**src/rtl/mem_access_unit.sv**
```systemverilog
// Load/store unit for the MEM stage. It issues one bus access at a time and
// stalls the front of the pipeline until the bus acknowledges or times out.
// Load data is aligned and sign/zero-extended into the MEM/WB registers.
// Store data is lane-replicated and given byte enables.
module mem_access_unit #(
  parameter int unsigned TIMEOUT = 255
) (
  input  logic        clk,
  input  logic        clrn,
  input  logic        rmem_i,
  input  logic        wmem_i,
  input  logic [2:0]  funct3_i,
  input  logic [31:0] m_addr_i,
  input  logic [31:0] d_t_mem_i,
  input  logic [31:0] alu_out_i,
  input  logic        wreg_i,
  input  logic [4:0]  wr_i,
  output logic        mem_req_o,
  output logic        mem_we_o,
  output logic [31:0] mem_addr_o,
  output logic [3:0]  mem_be_o,
  output logic [31:0] mem_wdata_o,
  input  logic        mem_ack_i,
  input  logic [31:0] mem_rdata_i,
  output logic        stall_o,
  output logic        wb_wreg_o,
  output logic [4:0]  wb_wr_o,
  output logic [31:0] wb_data_o,
  output logic        misalign_o,
  output logic        bus_err_o
);

  typedef enum logic {IDLE, BUSY} state_t;

  state_t      state_q;
  logic [31:0] cnt_q;
  logic [31:0] addr_q;
  logic [2:0]  f3_q;
  logic        we_q;
  logic [3:0]  be_q;
  logic [31:0] wdata_q;
  logic        wreg_q;
  logic [4:0]  wr_q;
  logic        wb_wreg_q;
  logic [4:0]  wb_wr_q;
  logic [31:0] wb_data_q;
  logic        misalign_q;
  logic        bus_err_q;

  logic        mem_op;
  logic        is_byte;
  logic        is_half;
  logic        misalign;
  logic        aligned_op;
  logic        timeout;
  logic [3:0]  be_d;
  logic [31:0] wdata_d;
  logic [7:0]  rbyte;
  logic [15:0] rhalf;
  logic [31:0] load_d;

  // Decode the EX/MEM request: size, alignment and store lane encoding.
  always_comb begin
    mem_op     = rmem_i | wmem_i;
    is_byte    = (funct3_i[1:0] == 2'b00);
    is_half    = (funct3_i[1:0] == 2'b01);
    misalign   = mem_op & ((is_half & m_addr_i[0]) |
                           (~is_byte & ~is_half & (m_addr_i[1:0] != 2'b00)));
    aligned_op = mem_op & ~misalign;
    be_d       = 4'b1111;
    wdata_d    = d_t_mem_i;
    if (wmem_i) begin
      if (is_byte) begin
        be_d    = 4'b0001 << m_addr_i[1:0];
        wdata_d = {4{d_t_mem_i[7:0]}};
      end else if (is_half) begin
        be_d    = m_addr_i[1] ? 4'b1100 : 4'b0011;
        wdata_d = {2{d_t_mem_i[15:0]}};
      end
    end
  end

  // Format the returned read word using the latched address and funct3.
  always_comb begin
    rbyte = mem_rdata_i[{addr_q[1:0], 3'b000} +: 8];
    rhalf = mem_rdata_i[{addr_q[1], 4'b0000} +: 16];
    case (f3_q)
      3'b000:  load_d = {{24{rbyte[7]}}, rbyte};
      3'b100:  load_d = {24'h0, rbyte};
      3'b001:  load_d = {{16{rhalf[15]}}, rhalf};
      3'b101:  load_d = {16'h0, rhalf};
      default: load_d = mem_rdata_i;
    endcase
  end

  // Bus and stall outputs; reset forces request and stall low immediately.
  always_comb begin
    timeout     = (cnt_q == 32'(TIMEOUT - 1));
    mem_req_o   = clrn & (state_q == BUSY);
    stall_o     = clrn & (((state_q == IDLE) & aligned_op) |
                          ((state_q == BUSY) & ~mem_ack_i & ~timeout));
    mem_we_o    = we_q;
    mem_addr_o  = {addr_q[31:2], 2'b00};
    mem_be_o    = be_q;
    mem_wdata_o = wdata_q;
    wb_wreg_o   = wb_wreg_q;
    wb_wr_o     = wb_wr_q;
    wb_data_o   = wb_data_q;
    misalign_o  = misalign_q;
    bus_err_o   = bus_err_q;
  end

  // Access FSM: IDLE accepts requests or passes ALU results, BUSY waits for ack.
  always_ff @(posedge clk) begin
    if (!clrn) begin
      state_q    <= IDLE;
      cnt_q      <= '0;
      addr_q     <= '0;
      f3_q       <= '0;
      we_q       <= 1'b0;
      be_q       <= '0;
      wdata_q    <= '0;
      wreg_q     <= 1'b0;
      wr_q       <= '0;
      wb_wreg_q  <= 1'b0;
      wb_wr_q    <= '0;
      wb_data_q  <= '0;
      misalign_q <= 1'b0;
      bus_err_q  <= 1'b0;
    end else begin
      misalign_q <= 1'b0;
      bus_err_q  <= 1'b0;
      case (state_q)
        IDLE: begin
          if (aligned_op) begin
            state_q   <= BUSY;
            cnt_q     <= '0;
            addr_q    <= m_addr_i;
            f3_q      <= funct3_i;
            we_q      <= wmem_i;
            be_q      <= be_d;
            wdata_q   <= wdata_d;
            wreg_q    <= wreg_i;
            wr_q      <= wr_i;
            wb_wreg_q <= 1'b0;
          end else if (misalign) begin
            misalign_q <= 1'b1;
            wb_wreg_q  <= 1'b0;
          end else begin
            wb_data_q <= alu_out_i;
            wb_wr_q   <= wr_i;
            wb_wreg_q <= wreg_i & (wr_i != 5'd0);
          end
        end
        BUSY: begin
          if (mem_ack_i) begin
            state_q   <= IDLE;
            cnt_q     <= '0;
            wb_data_q <= load_d;
            wb_wr_q   <= wr_q;
            wb_wreg_q <= ~we_q & wreg_q & (wr_q != 5'd0);
          end else if (timeout) begin
            state_q   <= IDLE;
            cnt_q     <= '0;
            bus_err_q <= 1'b1;
            wb_wreg_q <= 1'b0;
          end else begin
            cnt_q     <= cnt_q + 32'd1;
            wb_wreg_q <= 1'b0;
          end
        end
        default: state_q <= IDLE;
      endcase
    end
  end

endmodule

```
**config.mk**
```make
export PLATFORM = sky130hd
export DESIGN_NAME = mem_access_unit
export DESIGN_NICKNAME = d
export VERILOG_FILES = /design/src/rtl/mem_access_unit.sv
export SDC_FILE = /design/constraint.sdc
export NUM_CORES = 1
export LEC_CHECK = 0
export BUFFER_PORTS_ARGS = -buffer_cell sky130_fd_sc_hd__clkbuf_2
export CAP_MARGIN = 40
export CORE_MARGIN = 5
export CORE_UTILIZATION = 48
export CTS_CLUSTER_DIAMETER = 80
export DETAILED_ROUTE_END_ITERATION = 6
export HOLD_SLACK_MARGIN = 0.1
export PLACE_DENSITY_LB_ADDON = 0.15
export SLEW_MARGIN = 20
export SYNTH_ARGS = -nofsm -noshare
export SYNTH_HDL_FRONTEND = slang
export SYNTH_SLANG_ARGS = --single-unit
```
**constraint.sdc**
```tcl
create_clock -name clk -period 3.2 [get_ports clk]
set_input_delay 0.64 -clock clk [delete_from_list [all_inputs] [get_ports clk]]
set_output_delay 0.64 -clock clk [all_outputs]
set_load 0.05 [all_outputs]
```
; Yosys cells after proc, flatten, opt, wreduce, memory -nomap -nowiden
; Cells that the tools add are included.
[totals]
mem_bits_rw = 0
out_inout_bits = 111
word_cells = 90
latchBits = 0
romBits = 0
in_bits = 142
memories = 0
regBits = 151
[op_classes]
magnitude_cmp = 0
reduce_logical = 9
n_mul = 0
add_sub_neg = 1
eq_ne = 9
bitwise = 24
n_shift = 3
muxes = 30
div_mod_pow = 0
[ops]
columns = operator, n
row1 = $mux W32, 9
row2 = $pmux W32 S2, 2
row3 = $pmux W32 S4, 1
row4 = $add A32 B1 Y32 const B, 1
row5 = $eq A32 B8 Y1 const B, 1
row6 = $shiftx A32 B6 Y16, 1
row7 = $shiftx A32 B6 Y8, 1
row8 = $mux W4, 4
row9 = $mux W5, 3
row10 = $and A1 B1 Y1, 13
row11 = $pmux W5 S2, 1
row12 = $reduce_bool A5 Y1, 2
row13 = $mux W1, 8
row14 = $ne A2 B2 Y1 const B, 4
row15 = $not A1 Y1, 8
row16 = $eq A3 B3 Y1 const B, 2
row17 = $reduce_or A3 Y1, 2
row18 = $pmux W1 S2, 2
row19 = $shl A1 B2 Y4 const A, 1
row20 = $eq A3 B1 Y1 const B, 1
row21 = $logic_not A3 Y1, 1
row22 = $or A1 B1 Y1, 3
row23 = $reduce_and A3 Y1, 1
row24 = $eq A2 B1 Y1 const B, 1
row25 = other kinds (3), 3

; Depth between registers and ports, before layout
[depth]
word_depth = 11
ltp_mapped = 9

; Worst setup path before layout
; OpenSTA, ideal clock, no wires.
[synth_timing]
kind = input port to output port
start = input port m_addr_i[0]
end = output port stall_o
arrival_time_ns = 2.740
path_stages = 6
path_slack_ns = -0.180
cell_sequence = o21ai_0 nand3_1 or2_2 clkbuf_1 clkbuf_1 a21boi_0
[synth_between]
elab_chain_cells = 9
[synth_rtl]
columns = element, line_no
row1 = from (decl), 13  ; input logic [31:0] m_addr_i,
row2 = $reduce_bool A2 Y1, 68  ; (~is_byte & ~is_half & (m_addr_i[1:0] != 2'b00)));
row3 = $and A1 B1 Y1, 68
row4 = $or A1 B1 Y1 (*), 67  ; misalign = mem_op & ((is_half & m_addr_i[0]) |
row5 = $and A1 B1 Y1 (*), 67
row6 = $not A1 Y1 (*), 69  ; aligned_op = mem_op & ~misalign;
row7 = $and A1 B1 Y1 (*), 69
row8 = $and A1 B1 Y1 (*), 100  ; stall_o = clrn & (((state_q == IDLE) & aligned_op) |
row9 = $or A1 B1 Y1 (*), 100
row10 = $and A1 B1 Y1 (*), 100
row11 = to (decl), 25  ; output logic stall_o,
; Mark *: on every way between the ends. The rest lies on a longest branch, timed or not.

; Worst setup path in the final report
[layout_timing]
start = register cnt_q[1]
end = output port stall_o
[layout_between]
elab_chain_cells = 5
[layout_rtl]
columns = element, line_no
row1 = from (decl), 36  ; logic [31:0] cnt_q;
row2 = from (signal assigned), 168  ; cnt_q <= cnt_q + 32'd1;
row3 = $eq A32 B8 Y1, 98  ; timeout = (cnt_q == 32'(TIMEOUT - 1));
row4 = $not A1 Y1, 101  ; ((state_q == BUSY) & ~mem_ack_i & ~timeout));
row5 = $and A1 B1 Y1, 101
row6 = $or A1 B1 Y1, 100
row7 = $and A1 B1 Y1, 100
; Every way passes these cells.

==> flow_summary.yaml <==
floorplanning:
  core_area_sq_mm: 0.01583
  dieArea_sq_mm: 0.01877
  initial_core_util_pct: 48.92
  die_w_microns: 137.0
  std_cell_rows: 46
  io_pins: 253
  dieHeight_microns: 137.0
worst_hold_path:
  min_path_type: "input pin to flop"
  hold_depth: 3
  hold_start: "m_addr_i[11]"
  min_to: "addr_q[11]"
yosys:
  yosysMostFrequentCell: "nand2_1"
  yosys_warnings: 0
  ys_top_cells_by_area: "dfxtp_1 39%, nand2_1 11%, a21boi_0 8.0%"
  synth_cell_types: 55
  syn-cell-area_sq_mm: 0.007742
  ys_seq_area_share_pct: 39.04
  synth_flop_cell: "dfxtp_1"
  synthCells: 946
  yosys_register_bits: 151
  yosys-top-cells-count: "219 x nand2_1, 151 x dfxtp_1, 83 x a21boi_0"
  synth_async_sr_flop_share_pct: 0
  synth_top_area_share_pct: 39.04
  yosysTopAreaCell: "dfxtp_1"
  postSynthAreaPerCell_sq_um: 8.184
  synth_edf_count: 0
route:
  drc_errors: 0
  wl_per_cell_microns: 16.66
  drtIter0Drc: 560
  drtAntennaViolNets: 0
  drt_pass1_iterations: 4
  routed_wl_mm: 22.65
  via_count: 7403
  viasPerCell: 5.447
timing:
  slew_headroom_pct: 44.69
  fin_crit_sh_pct: 90.35
  period_needed_ns: 2.891
  fin_setup_tns_ns: 0
  worst_pin_slew_ns: 0.8278
  layout_setup_ws_ns: 0.3089
  setup_viol_count_final: 0
  fin_skew_ns: 0.007942
  max_freq_mhz: 345.9
  maxSlewViolCount: 0
  finalHoldViolations: 0
  grt_setup_unrepaired: "false"
pwr:
  pwr-share-comb_pct: 20.6
  p_int_mw: 3.600
  seq_power_share_pct: 39.4
  swShare_pct: 31.70
  p_per_area_mw_per_mm2: 550.7
  irDropWorstVdd_uv: 382.8
  leakagePower_nw: 4.200
  p_sw_mw: 1.671
  pwr-share-clk_pct: 40.0
clock_tree:
  cts_made_buffers: 17
  clk_pin_slew_ns: 0.07
  clk_path_buf_depth: 2
  postCtsSetupRepairBufs: 0
  ctsRootBufferMaster: "clkbuf_16"
  cts_sinks: 151
  h-tree-depth: 4
  cts_hold_buf: 0
  cts_tree: "done"
  post_cts_resized: 0
  insertion_delay_ns: 0.42
cells_and_area:
  n_fill_cell: 1485
  layout-drive-gt1-share_pct: 28.61
  syn2layout_area_growth_pct: 23.63
  nets: 1274
  seqCellArea_sq_mm: 0.003024
  fin_cells: 1359
  fin_util_pct: 60.47
  multi_input_area_sq_mm: 0.004136
  num_antenna_cells: 0
worst_setup_path:
  cp_max_fo: 5
  r2r-start: "cnt_q[1]"
  worstReg2RegEnd: "cnt_q[30]"
  rr_worst_depth: 6
  regToRegSetupSlack_ns: 0.85
  critPathRequiredTime_ns: 2.56
  critical_path_arrival_ns: 2.25
  critical_path_class: "flop to output pin"
  worstSetupEndpointType: "output pin"
  cp-start-kind: "flop"
place:
  dpl.hpwl_mm: 16.43
  dpl.cell_count: 1327
  place_congestion: 0.8546
  place_ws_ns: 0.5422
  port_buffers: 250
global_route:
  grt_remaining_overflow: 0
  grt_max_degree: 95
  grt_pass1_wl_mm: 36.02
  antenna_found_initial: 0
  grt_pass1_vias: 7077
  gr-usage-all-layers_pct: 23.77
run_status:
  status: "finished, final reports clean"
job:
  cap_violations: 0
## cell families (layout without fill, tap and decap cells)
kind of cell / count (synthesis) / count (layout) / share of synthesized area, %
simple gates: 369 / 369 / 22.59
xor+xnor: 2 / 2 / 0.2263
compound gates: 250 / 250 / 23.93
flops: 151 / 151 / 39.04
fa+ha+maj: 2 / 2 / 0.3232
other cells: 1 / 2 / 0.04843
buf+inv: 127 / 323 / 7.838
mux: 44 / 44 / 5.996
## cell usage in the layout (no fill, tap or decap), drive strengths merged, types with 22 or more instances in the layout
cell type | Yosys | layout
buf | 45 | 22
clkbuf | 61 | 267
mux2i | 34 | 34
dfxtp | 151 | 151
a21boi | 85 | 85
nand3 | 31 | 31
inv | 21 | 24
o211ai | 33 | 33
nand2 | 219 | 219
o211a | 25 | 25
o21ai | 28 | 28
## per-stage QoR
step	hold slack [ns]	power (mW)	instance area, sq um
after floorplan	0.4386	2.895	7746
after global placement	0.4452	3.194	8934
after detailed placement	0.4523	3.206	8949
after CTS	0.4300	5.319	9572
after global routing	0.4389	5.494	9572
final	0.4407	5.271	9572
## registers in the layout, summed over array words and instances, names as in the netlist, 3 cells and up
name         cells
wb_data_o       32
mem_wdata_o     32
addr_q          32
cnt_q           32
mem_be_o         4
wr_q             5
f3_q             3
wb_wr_o          5
## layer usage
metal,track usage [%],routed length [microns]
met1,31.18,9835
met2,37.63,10400
met3,7.794,2166
met4,6.430,242
met5,0,0
## area by class of cell
cell class                 count  area share, %
clock inverter                13          1.778
timing repair buffer         270          15.03
sequential                   151          31.59
tap                          216          2.824
multi-input combinational    669          43.22
clock buffer                  19          4.732
inverter                      21         0.8235
## how the worst max path moves through the flow
stage                   end  slack (ns)        start
global route        stall_o        0.11     cnt_q[1]
CTS                 stall_o        0.30     cnt_q[1]
floorplan           stall_o        0.20  m_addr_i[0]
finish              stall_o        0.31     cnt_q[1]
global placement    stall_o        0.57  m_addr_i[0]
detailed placement  stall_o        0.54  m_addr_i[0]
## power groups by stage
stage / Clock, mW / Combinational (mW) / Sequential, mW
after floorplan: 0 / 0.517 / 2.38
after global placement: 0 / 1.08 / 2.12
after detailed placement: 0 / 1.09 / 2.12
after CTS: 2.15 / 1.09 / 2.08
after global routing: 2.24 / 1.17 / 2.09
final: 2.11 / 1.09 / 2.08
## worst max-delay path: stages (launching register included)
cell and delay, ns:
dfxtp_1 0.40, ha_1 0.20, nor4b_1 0.25, nand4_1 0.12
or3_1 0.39, nand2_1 0.17, a21boi_1 0.13, buf_12 0.17
Note: power is estimated with default switching activity, not from simulation.
